**config.mk**
```make
export PLATFORM = sky130hd
export DESIGN_NAME = axis_s_pkt_rx_flat
export DESIGN_NICKNAME = d
export VERILOG_FILES = /design/src/rtl/axis_s_pkt_rx_if.sv /design/src/rtl/axis_s_pkt_rx.sv /design/src/flat_wrapper.sv
export SDC_FILE = /design/constraint.sdc
export NUM_CORES = 1
export LEC_CHECK = 0
export BUFFER_PORTS_ARGS = -buffer_cell sky130_fd_sc_hd__buf_4
export CAP_MARGIN = 25
export CORE_ASPECT_RATIO = 0.75
export CORE_UTILIZATION = 57
export CTS_BUF_LIST = sky130_fd_sc_hd__clkbuf_8
export CTS_CLUSTER_SIZE = 16
export DETAILED_ROUTE_END_ITERATION = 16
export GPL_TIMING_DRIVEN = 0
export PLACE_DENSITY_LB_ADDON = 0.3
export REMOVE_ABC_BUFFERS = 1
export SETUP_SLACK_MARGIN = 0.02
export SYNTH_ARGS = -nofsm -noshare
export SYNTH_HDL_FRONTEND = slang
export SYNTH_SLANG_ARGS = --single-unit
```
**constraint.sdc**
```tcl
create_clock -name s_axis_aclk -period 2 [get_ports s_axis_aclk]
set_input_delay 0.3 -clock s_axis_aclk [delete_from_list [all_inputs] [get_ports s_axis_aclk]]
set_output_delay 0.3 -clock s_axis_aclk [all_outputs]
set_load 0.02 [all_outputs]
```
**src/rtl/axis_s_pkt_rx_if.sv**
```systemverilog
// -----------------------------------------------------------------------------
// axis_s_pkt_rx_if
// AXI4-Stream bundle carried between the team's axis_m master and the
// axis_s_pkt_rx receiver.
//
// Signals:
//   tdata   [DATA_W]  stream data          (master -> slave)
//   tvalid            beat is valid        (master -> slave)
//   tlast             last beat of packet  (master -> slave)
//   tready            slave accepts beat   (slave  -> master)
// -----------------------------------------------------------------------------
interface axis_s_pkt_rx_if #(
    parameter int DATA_W = 8
);
    logic [DATA_W-1:0] tdata;
    logic              tvalid;
    logic              tlast;
    logic              tready;

    modport master (output tdata, output tvalid, output tlast, input  tready);
    modport slave  (input  tdata, input  tvalid, input  tlast, output tready);
endinterface

```
**src/rtl/axis_s_pkt_rx.sv**
```systemverilog
// -----------------------------------------------------------------------------
// axis_s_pkt_rx
// AXI4-Stream receiver. Accepted beats are stored with their tlast flag in a
// DEPTH-entry FIFO that a consumer drains through a registered read port.
// A two-state packet tracker counts beats per packet, pulses pkt_done when a
// tlast beat is accepted and flags packets that reach MAX_BEATS without tlast.
//
// Ports:
//   s_axis_aclk     in   clock, rising edge
//   s_axis_areset   in   asynchronous active-high reset
//   s_axis          slave modport of axis_s_pkt_rx_if (tdata/tvalid/tlast/tready)
//   rd_en           in   pop one beat from the FIFO
//   dout            out  popped data (registered, 1-cycle latency)
//   dout_last       out  tlast flag of the popped beat
//   empty / full    out  FIFO holds 0 / DEPTH beats (registered)
//   count           out  FIFO occupancy
//   pkt_done        out  one-cycle pulse after a tlast beat is accepted
//   pkt_len         out  beat count of the last completed packet
//   pkt_cnt         out  completed packets, wraps 255 -> 0
//   len_err         out  sticky: a packet reached MAX_BEATS without tlast
// -----------------------------------------------------------------------------
module axis_s_pkt_rx #(
    parameter int DATA_W    = 8,
    parameter int DEPTH     = 16,
    parameter int MAX_BEATS = 255
) (
    input  logic                     s_axis_aclk,
    input  logic                     s_axis_areset,
    axis_s_pkt_rx_if.slave           s_axis,
    input  logic                     rd_en,
    output logic [DATA_W-1:0]        dout,
    output logic                     dout_last,
    output logic                     empty,
    output logic                     full,
    output logic [$clog2(DEPTH):0]   count,
    output logic                     pkt_done,
    output logic [7:0]               pkt_len,
    output logic [7:0]               pkt_cnt,
    output logic                     len_err
);
    localparam int AW = $clog2(DEPTH);
    localparam int CW = AW + 1;

    typedef enum logic {IDLE, RX} state_t;

    // Each entry is {tlast, tdata}.
    logic [DATA_W:0]  mem [DEPTH];
    logic [AW-1:0]    wr_ptr;
    logic [AW-1:0]    rd_ptr;
    logic [CW-1:0]    count_next;
    logic             accept;
    logic             pop;

    state_t           state, state_next;
    logic [7:0]       beat_cnt, beat_cnt_next;
    logic [7:0]       beats_now;
    logic             pkt_end;
    logic             err_hit;

    assign accept = s_axis.tvalid & s_axis.tready;
    assign pop    = rd_en & ~empty;

    // NOTE: always_comb outputs get a default first so no branch leaves one
    // unassigned; that is what keeps latches from being inferred.
    always_comb begin
        count_next = count;
        case ({accept, pop})
            2'b10:   count_next = count + CW'(1);
            2'b01:   count_next = count - CW'(1);
            default: count_next = count;
        endcase
    end

    // NOTE: storage has no reset; contents are only meaningful behind the
    // pointers, and a resettable array would cost a reset net per bit.
    always_ff @(posedge s_axis_aclk) begin
        if (accept) begin
            mem[wr_ptr] <= {s_axis.tlast, s_axis.tdata};
        end
    end

    // NOTE: sequential state uses non-blocking assignments so every register
    // in the block samples pre-edge values regardless of statement order.
    always_ff @(posedge s_axis_aclk or posedge s_axis_areset) begin
        if (s_axis_areset) begin
            wr_ptr        <= '0;
            rd_ptr        <= '0;
            count         <= '0;
            empty         <= 1'b1;
            full          <= 1'b0;
            s_axis.tready <= 1'b0;
            dout          <= '0;
            dout_last     <= 1'b0;
        end else begin
            if (accept) begin
                wr_ptr <= wr_ptr + AW'(1);
            end
            if (pop) begin
                rd_ptr    <= rd_ptr + AW'(1);
                dout      <= mem[rd_ptr][DATA_W-1:0];
                dout_last <= mem[rd_ptr][DATA_W];
            end
            count         <= count_next;
            empty         <= (count_next == CW'(0));
            full          <= (count_next == CW'(DEPTH));
            // Registered ready looks at next occupancy, so it is low in the
            // same cycle the FIFO becomes full and no overflow is possible.
            s_axis.tready <= (count_next != CW'(DEPTH));
        end
    end

    // Packet tracker: state register.
    always_ff @(posedge s_axis_aclk or posedge s_axis_areset) begin
        if (s_axis_areset) begin
            state    <= IDLE;
            beat_cnt <= '0;
        end else begin
            state    <= state_next;
            beat_cnt <= beat_cnt_next;
        end
    end

    // Packet tracker: next state. beats_now is the length of the current
    // packet including the beat being accepted this cycle.
    always_comb begin
        state_next    = state;
        beat_cnt_next = beat_cnt;
        pkt_end       = 1'b0;
        err_hit       = 1'b0;
        beats_now     = (state == IDLE) ? 8'd1 : beat_cnt + 8'd1;
        if (accept) begin
            if (s_axis.tlast) begin
                pkt_end       = 1'b1;
                state_next    = IDLE;
                beat_cnt_next = '0;
            end else if (beats_now == 8'(MAX_BEATS)) begin
                // Over-long packet: flag it and treat what follows as a
                // fresh packet.
                err_hit       = 1'b1;
                state_next    = IDLE;
                beat_cnt_next = '0;
            end else begin
                state_next    = RX;
                beat_cnt_next = beats_now;
            end
        end
    end

    // Packet statistics.
    always_ff @(posedge s_axis_aclk or posedge s_axis_areset) begin
        if (s_axis_areset) begin
            pkt_done <= 1'b0;
            pkt_len  <= '0;
            pkt_cnt  <= '0;
            len_err  <= 1'b0;
        end else begin
            pkt_done <= pkt_end;
            if (pkt_end) begin
                pkt_len <= beats_now;
                pkt_cnt <= pkt_cnt + 8'd1;
            end
            if (err_hit) begin
                len_err <= 1'b1;
            end
        end
    end
endmodule
```
**src/flat_wrapper.sv**
```systemverilog
// flat-port wrapper written by rule: the top's interface ports become plain ports
module axis_s_pkt_rx_flat 
#(
    parameter int DATA_W    = 8,
    parameter int DEPTH     = 16,
    parameter int MAX_BEATS = 255
)
  (s_axis_aclk, s_axis_areset, rd_en, dout, dout_last, empty, full, count, pkt_done, pkt_len, pkt_cnt, len_err, s_axis_tdata, s_axis_tvalid, s_axis_tlast, s_axis_tready);
  axis_s_pkt_rx_if #(.DATA_W(DATA_W)) s_axis_i ();
  input  logic s_axis_aclk;
  input  logic s_axis_areset;
  input  logic rd_en;
  output logic [DATA_W-1:0] dout;
  output logic dout_last;
  output logic empty;
  output logic full;
  output logic [$clog2(DEPTH):0] count;
  output logic pkt_done;
  output logic [7:0] pkt_len;
  output logic [7:0] pkt_cnt;
  output logic len_err;
  input wire logic [$bits(s_axis_i.tdata)-1:0] s_axis_tdata;
  input wire logic [$bits(s_axis_i.tvalid)-1:0] s_axis_tvalid;
  input wire logic [$bits(s_axis_i.tlast)-1:0] s_axis_tlast;
  output wire logic [$bits(s_axis_i.tready)-1:0] s_axis_tready;
  assign s_axis_i.tdata = s_axis_tdata;
  assign s_axis_i.tvalid = s_axis_tvalid;
  assign s_axis_i.tlast = s_axis_tlast;
  assign s_axis_tready = s_axis_i.tready;
  axis_s_pkt_rx #(.DATA_W(DATA_W), .DEPTH(DEPTH), .MAX_BEATS(MAX_BEATS)) u_core (.s_axis_aclk(s_axis_aclk), .s_axis_areset(s_axis_areset), .s_axis(s_axis_i), .rd_en(rd_en), .dout(dout), .dout_last(dout_last), .empty(empty), .full(full), .count(count), .pkt_done(pkt_done), .pkt_len(pkt_len), .pkt_cnt(pkt_cnt), .len_err(len_err));
endmodule
```
=== Yosys cells after proc, flatten, opt, wreduce, memory -nomap -nowiden ===
Memories as Yosys holds them, arrays and structs flattened. A register that Yosys moved wholly into a read port is not among the register bits.
Cells that the tools add are included.

* Bits in registers: 43
* Latch bits: 0
* Bits in writable memories: 144
* Bits in read-only memories: 0
* Input port bits: 13
* Word-level logic and storage cells: 41
* Memories: 1

* $add $sub $neg: 6
* $mul: 0
* Div/mod/pow operators: 0
* Magnitude comparators: 0
* Eq/ne operators: 5
* Shifts and indexed selects: 0
* Muxes and demuxes: 13
* Bitwise operators: 3
* Reduce and logical (&&, ||, !) cells: 1

{| class="wikitable"
|+ Memory list
! memory !! words !! bits a word !! read ports !! clocked after Yosys merged registers in !! wr ports !! line !! RTL
|-
| u_core.mem || 16 || 9 || 1 || 1 || 1 || axis_s_pkt_rx.sv:47 || <nowiki>logic [DATA_W:0] mem [DEPTH];</nowiki>
|}

{| class="wikitable"
|+ Operators by type and width
! cell !! number
|-
| 8-bit 2-to-1 mux || 3
|-
| 8-bit by 1-bit adder with 8-bit output (second input constant) || 2
|-
| 5-bit case mux with 2 select lines || 1
|-
| 1-bit 2-to-1 mux || 9
|-
| 4-bit by 1-bit adder with 4-bit output (second input constant) || 2
|-
| 8-bit equality test (second input constant) || 1
|-
| 5-bit by 1-bit adder with 5-bit output (second input constant) || 1
|-
| 5-bit equality test (second input constant) || 1
|-
| 5-bit zero test || 1
|-
| 5-bit != test (second input constant) || 1
|-
| 5-bit by 1-bit subtractor with 5-bit output (second input constant) || 1
|-
| 1-bit bitwise AND || 2
|-
| 2-bit by 1-bit equality test with 1-bit output (second input constant) || 1
|-
| 2-bit equality test (second input constant) || 1
|-
| 1-bit inverter || 1
|}

=== Depth between registers and ports, before layout ===
Gate-level depths: netlist of the first run.

* Depth after elaboration: 6
* Depth in mapped cells: 11

=== Worst setup path before layout of the first run ===
Ideal clock, no wire load.

* Kind: register to register
* From: reg u_core.empty
* To: reg u_core.empty
* Data arrival time: 2260 ps
* Path slack: -344 ps
* Cell stages (with the launch flop): 12
* Path buffers: 1
* Cell sequence: dfstp_2 > nand2b_1 > buf_2 > inv_2 > nand2_1 > xnor2_1 > ha_1 > a21o_1 > and3_1 > o31a_2 > a21oi_1 > nor3b_1

* Cells in the longest elaborated chain, start to end: 5

{| class="wikitable"
|+ Ends and longest elaborated chain
! element !! line !! RTL
|-
| start, declared || axis_s_pkt_rx.sv:33 || <nowiki>output logic empty,</nowiki>
|-
| start signal, assigned || axis_s_pkt_rx.sv:104 || <nowiki>empty <= (count_next == CW'(0));</nowiki>
|-
| 1-bit inverter (*) || axis_s_pkt_rx.sv:61 || <nowiki>assign pop = rd_en & ~empty;</nowiki>
|-
| 1-bit bitwise AND (*) || axis_s_pkt_rx.sv:61 ||
|-
| 2-bit by 1-bit equality test with 1-bit output / 2-bit equality test (equally long branches) || axis_s_pkt_rx.sv:67 || <nowiki>case ({accept, pop})</nowiki>
|-
| 5-bit case mux with 2 select lines (*) || axis_s_pkt_rx.sv:67 ||
|-
| 5-bit zero test (*) || axis_s_pkt_rx.sv:104 ||
|}

Mark *: on every way between the ends. The rest lies on a longest branch, timed or not.
A chain may end at the register's enable or synchronous reset.

=== Final worst setup path of the first run ===
* From: reg u_core.s_axis.tready
* To: reg u_core.empty

* Cells in the longest elaborated chain, start to end: 4

{| class="wikitable"
|+ Ends and longest elaborated chain
! element !! line !! RTL
|-
| start, declared || axis_s_pkt_rx_if.sv:21 || <nowiki>modport slave (input tdata, input tvalid, input tlast, output tready);</nowiki>
|-
| start signal, assigned || axis_s_pkt_rx.sv:108 || <nowiki>s_axis.tready <= (count_next != CW'(DEPTH));</nowiki>
|-
| 1-bit bitwise AND (*) || axis_s_pkt_rx.sv:60 || <nowiki>assign accept = s_axis.tvalid & s_axis.tready;</nowiki>
|-
| 2-bit by 1-bit equality test with 1-bit output / 2-bit equality test (equally long branches) || axis_s_pkt_rx.sv:67 ||
|-
| 5-bit case mux with 2 select lines (*) || axis_s_pkt_rx.sv:67 ||
|-
| 5-bit zero test (*) || axis_s_pkt_rx.sv:104 ||
|}

Marked as above.

==> results.txt, run 1 <==
outcome - finished with violations
failing checks - DRC, setup timing
die area - 14440 um2
Area Overhead vs Synth - 18.78%
met1 usage - 34.56%
CP Cell Sequence - and2_4 > clkinvlp_4 > nand2_4 > xnor2_2 > ha_2 > a21o_1 > and3_4 > o31a_4 > a21oi_4 > nor3b_2
met3 usage - 4.926%
RSZ-0062 raised after global routing - true
Util after Layout - 71.10%
Final Cycle Share - 109.4%
remaining antenna violation count after routing - 0
WP buf/inv - 1
Cell Count, Final, Fillers Out - 716
slowest cell delay on critical path - 0.41 ns
yosys warns - 0
Port Buffers - 47
Die X - 138.4 um
Sequential Area - 5635 um2
placed cells - 663
Crit. End Element - register
clk sink count - 196
Compound-Gate Fraction of Synth Area - 4.137%
num ports - 48
post-DR wirelength/cell - 22.99 um
H-tree levels - 4
Longest Clk Path Bufs - 2
CP Class - reg -> reg
# nets final - 555
critical path arrival - 2.57 ns
pre-CTS WS - -1.255 ns
initial antenna violation count - 0
Hold Crit Class - in -> reg
DP Wirelength - 9425 um
post-synthesis xor/xnor area fraction - 2.643%
largest net degree at the start of global routing - 29
Iteration-0 DRC Markers - 401
Top delay family on crit path - simple AND/OR/NAND/NOR gates
first-pass GRT wire length - 24930 um
drt drc - 7
syn_area_per_cell - 17.18 um2
PD cells - 1361 nW/um2
final critical-path required period - 2.189 ns
number of flops mapped to enable cells by yosys - 144
fmax - 0.4569 GHz
Avg Vias per Cell - 6.066
Multi-input gate area - 2474 um2
met2 usage - 36.58%
Worst setup SP type - register
total congestion overflow - 0
ANT cells - 0
TritonCTS clock tree - done
Hold Violations, Final - 0
Worst VDD drop - 0.5832 mV
fillcell total - 789
Worst Tran Pin Value - 0.8248 ns
ys async rst share - 26.53%
Post-Synthesis Cells - 463
layout cell share with drive strength beyond 1 - 37.25%
Synth Cell Area - 7954 um2
simple logic cell fraction of the synthesized area - 6.450%
Clock Pin Slew Worst Setup and Hold Paths - 0.10 ns
busiest grt layer - met2
Initial Util - 59.86%
Worst Path Required - 2.38 ns
Num CTS Buffers - 17
adder-cell share of the synthesized area - 1.573%
Clk Latency, worst-skew pair - 0.46 ns
CP max FO - 3
die span in y - 104.3 um
static leakage - 0.003429 uW
Worst path slowest cell - dfrtp_1
drt pass-1 iters - 11
GRT Total Usage - 23.73%
Synth Register Bits - 196
row count - 36
Core ar. - 13290 um2
sequential share of the synthesized area - 70.74%
worst setup margin - -0.1887 ns
mux contribution to synthesized area - 12.60%
Max-Slew Margin vs Limit - 45.02%
Final setup viols - 10
drt total wl - 16460 um
Placer Congestion - 0.7980
largest family of logic cells by synthesized area - multiplexers
Final Max Tran Viols - 0
ys flop type - edfxtp_1
MaxCap Viol Count - 0
vias in the first global route - 4340
clock skew - 0.02377 ns
CTS root buf - clkbuf_8
post-synth cell types - 48
vias - 4343
cell usage after synthesis, types with 2 or more instances:
library cell	count	area (um2)
a21o_1	3	22.52
a21oi_1	3	15.01
a221o_1	9	90.09
a31oi_1	2	12.51
and2_1	15	93.84
and3_1	10	62.56
buf_1	3	11.26
buf_2	6	30.03
buf_4	3	22.52
clkbuf_1	7	26.28
dfrtp_1	51	1276
edfxtp_1	144	4324
ha_1	10	125.1
inv_1	9	33.78
mux2_2	9	101.4
mux2i_1	9	90.09
mux4_2	36	810.8
nand2_1	36	135.1
nand2b_1	2	12.51
nand3_1	6	30.03
nand4_1	7	43.79
nor2_1	8	30.03
nor3_1	12	60.06
nor3b_1	2	15.01
o21ai_0	15	75.07
o31ai_1	2	15.01
xnor2_1	20	175.2
xor2_1	4	35.03
power breakdown:
group / internal, uW / total (uW) / switching, uW / leakage, uW
Sequential: 4980 / 5680 / 700 / 0.00196
Clock: 1120 / 2530 / 1410 / 0.000198
Combinational: 2480 / 4650 / 2170 / 0.00128
placed cells by master (no fill, tap or decap), types with 7 or more instances in the layout:
master / n
a221o_1: 9
and3_1: 9
buf_4: 59
clkbuf_8: 17
dfrtp_1: 48
edfxtp_1: 144
inv_1: 8
mux4_2: 36
nand2_1: 34
nand4_1: 7
nor2_1: 8
nor3_2: 7
o21ai_0: 14
xnor2_1: 18
per-stage QoR:
stage               total power [uW]  area [um2]  hold slack [ns]  TNS, ns
floorplan                       7927        7848           0.3989   -12.28
global placement                9015        8414           0.4641   -62.08
detailed placement              9164        8484           0.4604   -37.89
CTS                            12190        9181           0.1396  -0.3419
global route                   13410        9448           0.1291   -1.494
finish                         12860        9448           0.1557  -0.8667
kinds of logic after synthesis:
group                      after synthesis
and+or+nand+nor                        102
buffers and inverters                   32
DFF                                    196
adders and majority gates               10
xor gates and xnor gates                24
muxes                                   54
AOI/OAI and AO/OA                       45
worst paths after layout:
| check | end | slack, ns | cells past startpoint | startpoint |
|---|---|---|---|---|
| max | u_core.empty | -0.19 | 10 | u_core.s_axis.tready |
| min | u_core.mem[7][3] | 0.16 | 1 | s_axis_tdata[3] |
| max reg2reg | u_core.empty | -0.19 | 10 | u_core.s_axis.tready |
| min reg2reg | u_core.pkt_len[6] | 0.49 | 2 | u_core.pkt_len[6] |
| max in group asynchronous | u_core.empty | 0.84 | 4 | s_axis_areset |
| min in group asynchronous | u_core.pkt_cnt[7] | 0.50 | 3 | s_axis_areset |
repair_timing:
action | 4_1_cts | 5_1_grt
resized for setup | 41 | 40
endpoints found under the setup margin | 102 | 94
pin swaps | 9 | 13
gates cloned | 3 | 2
hold buffers | 1 | 0
endpoints found under the hold margin | 27 | 0
setup buffers | 12 | 4
final cells by class:
| type | count | share of cell area, % |
|---|---|---|
| multi-input cells | 236 | 26.18 |
| clock buffers | 17 | 2.476 |
| well taps | 171 | 2.265 |
| flip-flops and latches | 196 | 59.65 |
| inverters | 11 | 0.5430 |
| repair buffers | 70 | 7.244 |
| clock inverters | 15 | 1.642 |
state kept, by name, indices dropped and copies added (netlist names):
signal and cells:
u_core.mem 144, u_core.beat_cnt 8, u_core.dout 8, u_core.pkt_cnt 8, u_core.pkt_len 8, u_core.count 5
u_core.rd_ptr 4, u_core.wr_ptr 4, u_core.dout_last 1, u_core.empty 1, u_core.full 1, u_core.len_err 1
u_core.pkt_done 1, u_core.s_axis.tready 1, u_core.state 1
routing by layer:
metal	up-vias	wire length (um)
met3	20	1058
met1	2237	7346
met2	151	7845
met5	-	0
li1	1935	-
met4	0	212
No activity file was read; power rests on OpenSTA's default activity.
==> run 2, diff against run 1 <==
Settings changed: SETUP_SLACK_MARGIN 0.02 to not set.
==> results.txt, run 2 (same netlist as run 1, synthesis figures left out) <==
PD cells - 1361 nW/um2 (about the same)
TritonCTS clock tree - done
Clk Latency, worst-skew pair - 0.46 ns (about the same)
pre-CTS WS - -1.255 ns (unchanged)
fmax - 0.4605 GHz (+0.80%)
die span in y - 104.3 um (unchanged)
Top delay family on crit path - flip-flops
# nets final - 560 (+0.90%)
commonest non-fill, non-tap cell in the layout - edfxtp_1
Clock Pin Slew Worst Setup and Hold Paths - 0.10 ns (about the same)
Worst VDD drop - 0.7120 mV (+22%)
final critical-path required period - 2.171 ns (-0.01736 ns)
worst setup margin - -0.1713 ns (+0.01736 ns)
total congestion overflow - 0 (unchanged)
RSZ-0062 raised after global routing - true
largest net degree at the start of global routing - 29 (unchanged)
clock skew - 0.02349 ns (-0.0002819 ns)
Crit. End Element - register
Longest Clk Path Bufs - 2 (unchanged)
commonest non-fill, non-tap cells in the layout - edfxtp_1, buf_4, dfrtp_1
Worst Tran Pin Value - 0.8149 ns (-0.009873 ns)
Hold Violations, Final - 0 (unchanged)
GRT Total Usage - 23.12% (-0.61 points)
clk sink count - 196 (unchanged)
drt pass-1 iters - 11 (unchanged)
Worst setup SP type - register
Worst path slowest cell - dfstp_2
drt total wl - 16520 um (+0.32%)
Area Overhead vs Synth - 19.00%
drt drc - 7 (unchanged)
remaining antenna violation count after routing - 0 (unchanged)
row count - 36 (unchanged)
Largest register FFs - 144 (unchanged)
Avg Vias per Cell - 6.049 (-0.28%)
fillcell total - 787 (-0.25%)
Die X - 138.4 um (unchanged)
Setup TNS - -0.4245 ns (+0.4422 ns)
post-DR wirelength/cell - 22.91 um (-0.37%)
CP Class - reg -> reg
num ports - 48 (unchanged)
MaxCap Viol Count - 0 (unchanged)
CTS root buf - clkbuf_8
Max-Slew Margin vs Limit - 45.67% (+0.66 points)
Final Cycle Share - 108.6% (-0.87 points)
Num CTS Buffers - 17 (unchanged)
Placer Congestion - 0.7980 (unchanged)
CP Cell Sequence - nand2b_4 > inv_6 > nand2_4 > xnor2_2 > ha_2 > inv_2 > nand3_2 > o31a_4 > a21oi_4 > nor3b_2
Hold Crit Class - in -> reg
Final Max Tran Viols - 0 (unchanged)
critical path arrival - 2.55 ns (-0.02 ns)
ANT cells - 0 (unchanged)
failing checks - DRC, setup timing
vias - 4361 (+0.41%)
Core ar. - 13290 um2 (unchanged)
Iteration-0 DRC Markers - 362 (-9.7%)
WP buf/inv - 2 (+1)
layout cell share with drive strength beyond 1 - 37.27% (about the same)
first-pass GRT wire length - 24360 um (-2.3%)
vias in the first global route - 4267 (-1.7%)
initial antenna violation count - 0 (unchanged)
outcome - finished with violations
Port Buffers - 47 (unchanged)
CP max FO - 8 (+5)
Final setup viols - 5 (-5)
slowest cell delay on critical path - 0.56 ns (+0.15 ns)
static leakage - 0.003447 uW (+0.54%)
H-tree levels - 4 (unchanged)
Initial Util - 59.86% (unchanged)
Final Power - 12880 uW (+0.15%)
die area - 14440 um2 (unchanged)
Top reg by flops - u_core.mem
DP Wirelength - 9425 um (unchanged)
Worst Path Required - 2.38 ns (about the same)
[run 2: path summary, 6_finish.rpt]
check	start	cells past startpoint	slack, ns	to
worst min-delay path	s_axis_tdata[5]	1	0.16	u_core.mem[2][5]
worst max register to register	u_core.empty	10	-0.17	u_core.empty
min in group asynchronous	s_axis_areset	3	0.50	u_core.pkt_cnt[7]
max in group asynchronous	s_axis_areset	4	0.84	u_core.empty
worst min register to register	u_core.pkt_cnt[7]	1	0.48	u_core.pkt_cnt[7]
worst max-delay path	u_core.empty	10	-0.17	u_core.empty
[run 2: what timing repair did]
| action | CTS | global route |
|---|---|---|
| gates resized for setup | 34 | 48 |
| gates cloned | 2 | 2 |
| pin swaps | 8 | 10 |
| buffers inserted | 11 | 12 |
| setup endpoints to repair | 100 | 94 |
| endpoints found under the hold margin | 27 | 0 |
| hold buffers | 1 | 0 |
[run 2: cell type report]
type,count,area [um2],area share (%)
Clock buffer,17,234.0,2.472
Clock inverter,15,155.1,1.639
Inverter,11,51.30,0.5420
Multi-Input combinational cell,236,2457,25.96
Sequential cell,196,5635,59.54
Tap cell,171,214.0,2.260
Timing Repair Buffer,75,718.2,7.588
[run 2: report_power, final]
part / switching (uW) / leakage [uW] / internal [uW] / total (uW)
sequential: 661 / 0.00196 / 4980 / 5640
combinational: 2220 / 0.00129 / 2500 / 4720
clock: 1400 / 0.000198 / 1120 / 2520
total: 4270 / 0.00345 / 8610 / 12900
[run 2: layer usage]
layer | wire length, um | global-route usage [%] | vias up
met5 | 0 | 0 | -
li1 | - | - | 1944
met4 | 109 | 5.056 | 0
met1 | 7353 | 34.59 | 2248
met2 | 7965 | 35.46 | 156
met3 | 1088 | 4.742 | 13
[run 2: worst register-to-register path, stage by stage, from the launching register on]
cell,delay (ns)
dfstp_2,0.56
nand2b_4,0.15
inv_6,0.05
nand2_4,0.09
xnor2_2,0.11
ha_2,0.29
inv_2,0.07
nand3_2,0.08
o31a_4,0.37
a21oi_4,0.14
nor3b_2,0.19
[run 2: stage by stage]
| step | util, % | instance area (um2) | hold slack [ns] | instances |
|---|---|---|---|---|
| after global placement | 63.32 | 8414 | 0.4641 | 660 |
| after CTS | 68.63 | 9119 | 0.1396 | 709 |
| after global routing | 71.23 | 9465 | 0.1273 | 721 |
| after floorplan | - | 7848 | 0.3989 | 442 |
| final | 71.23 | 9465 | 0.1561 | 721 |
| after detailed placement | 63.85 | 8484 | 0.4604 | 663 |
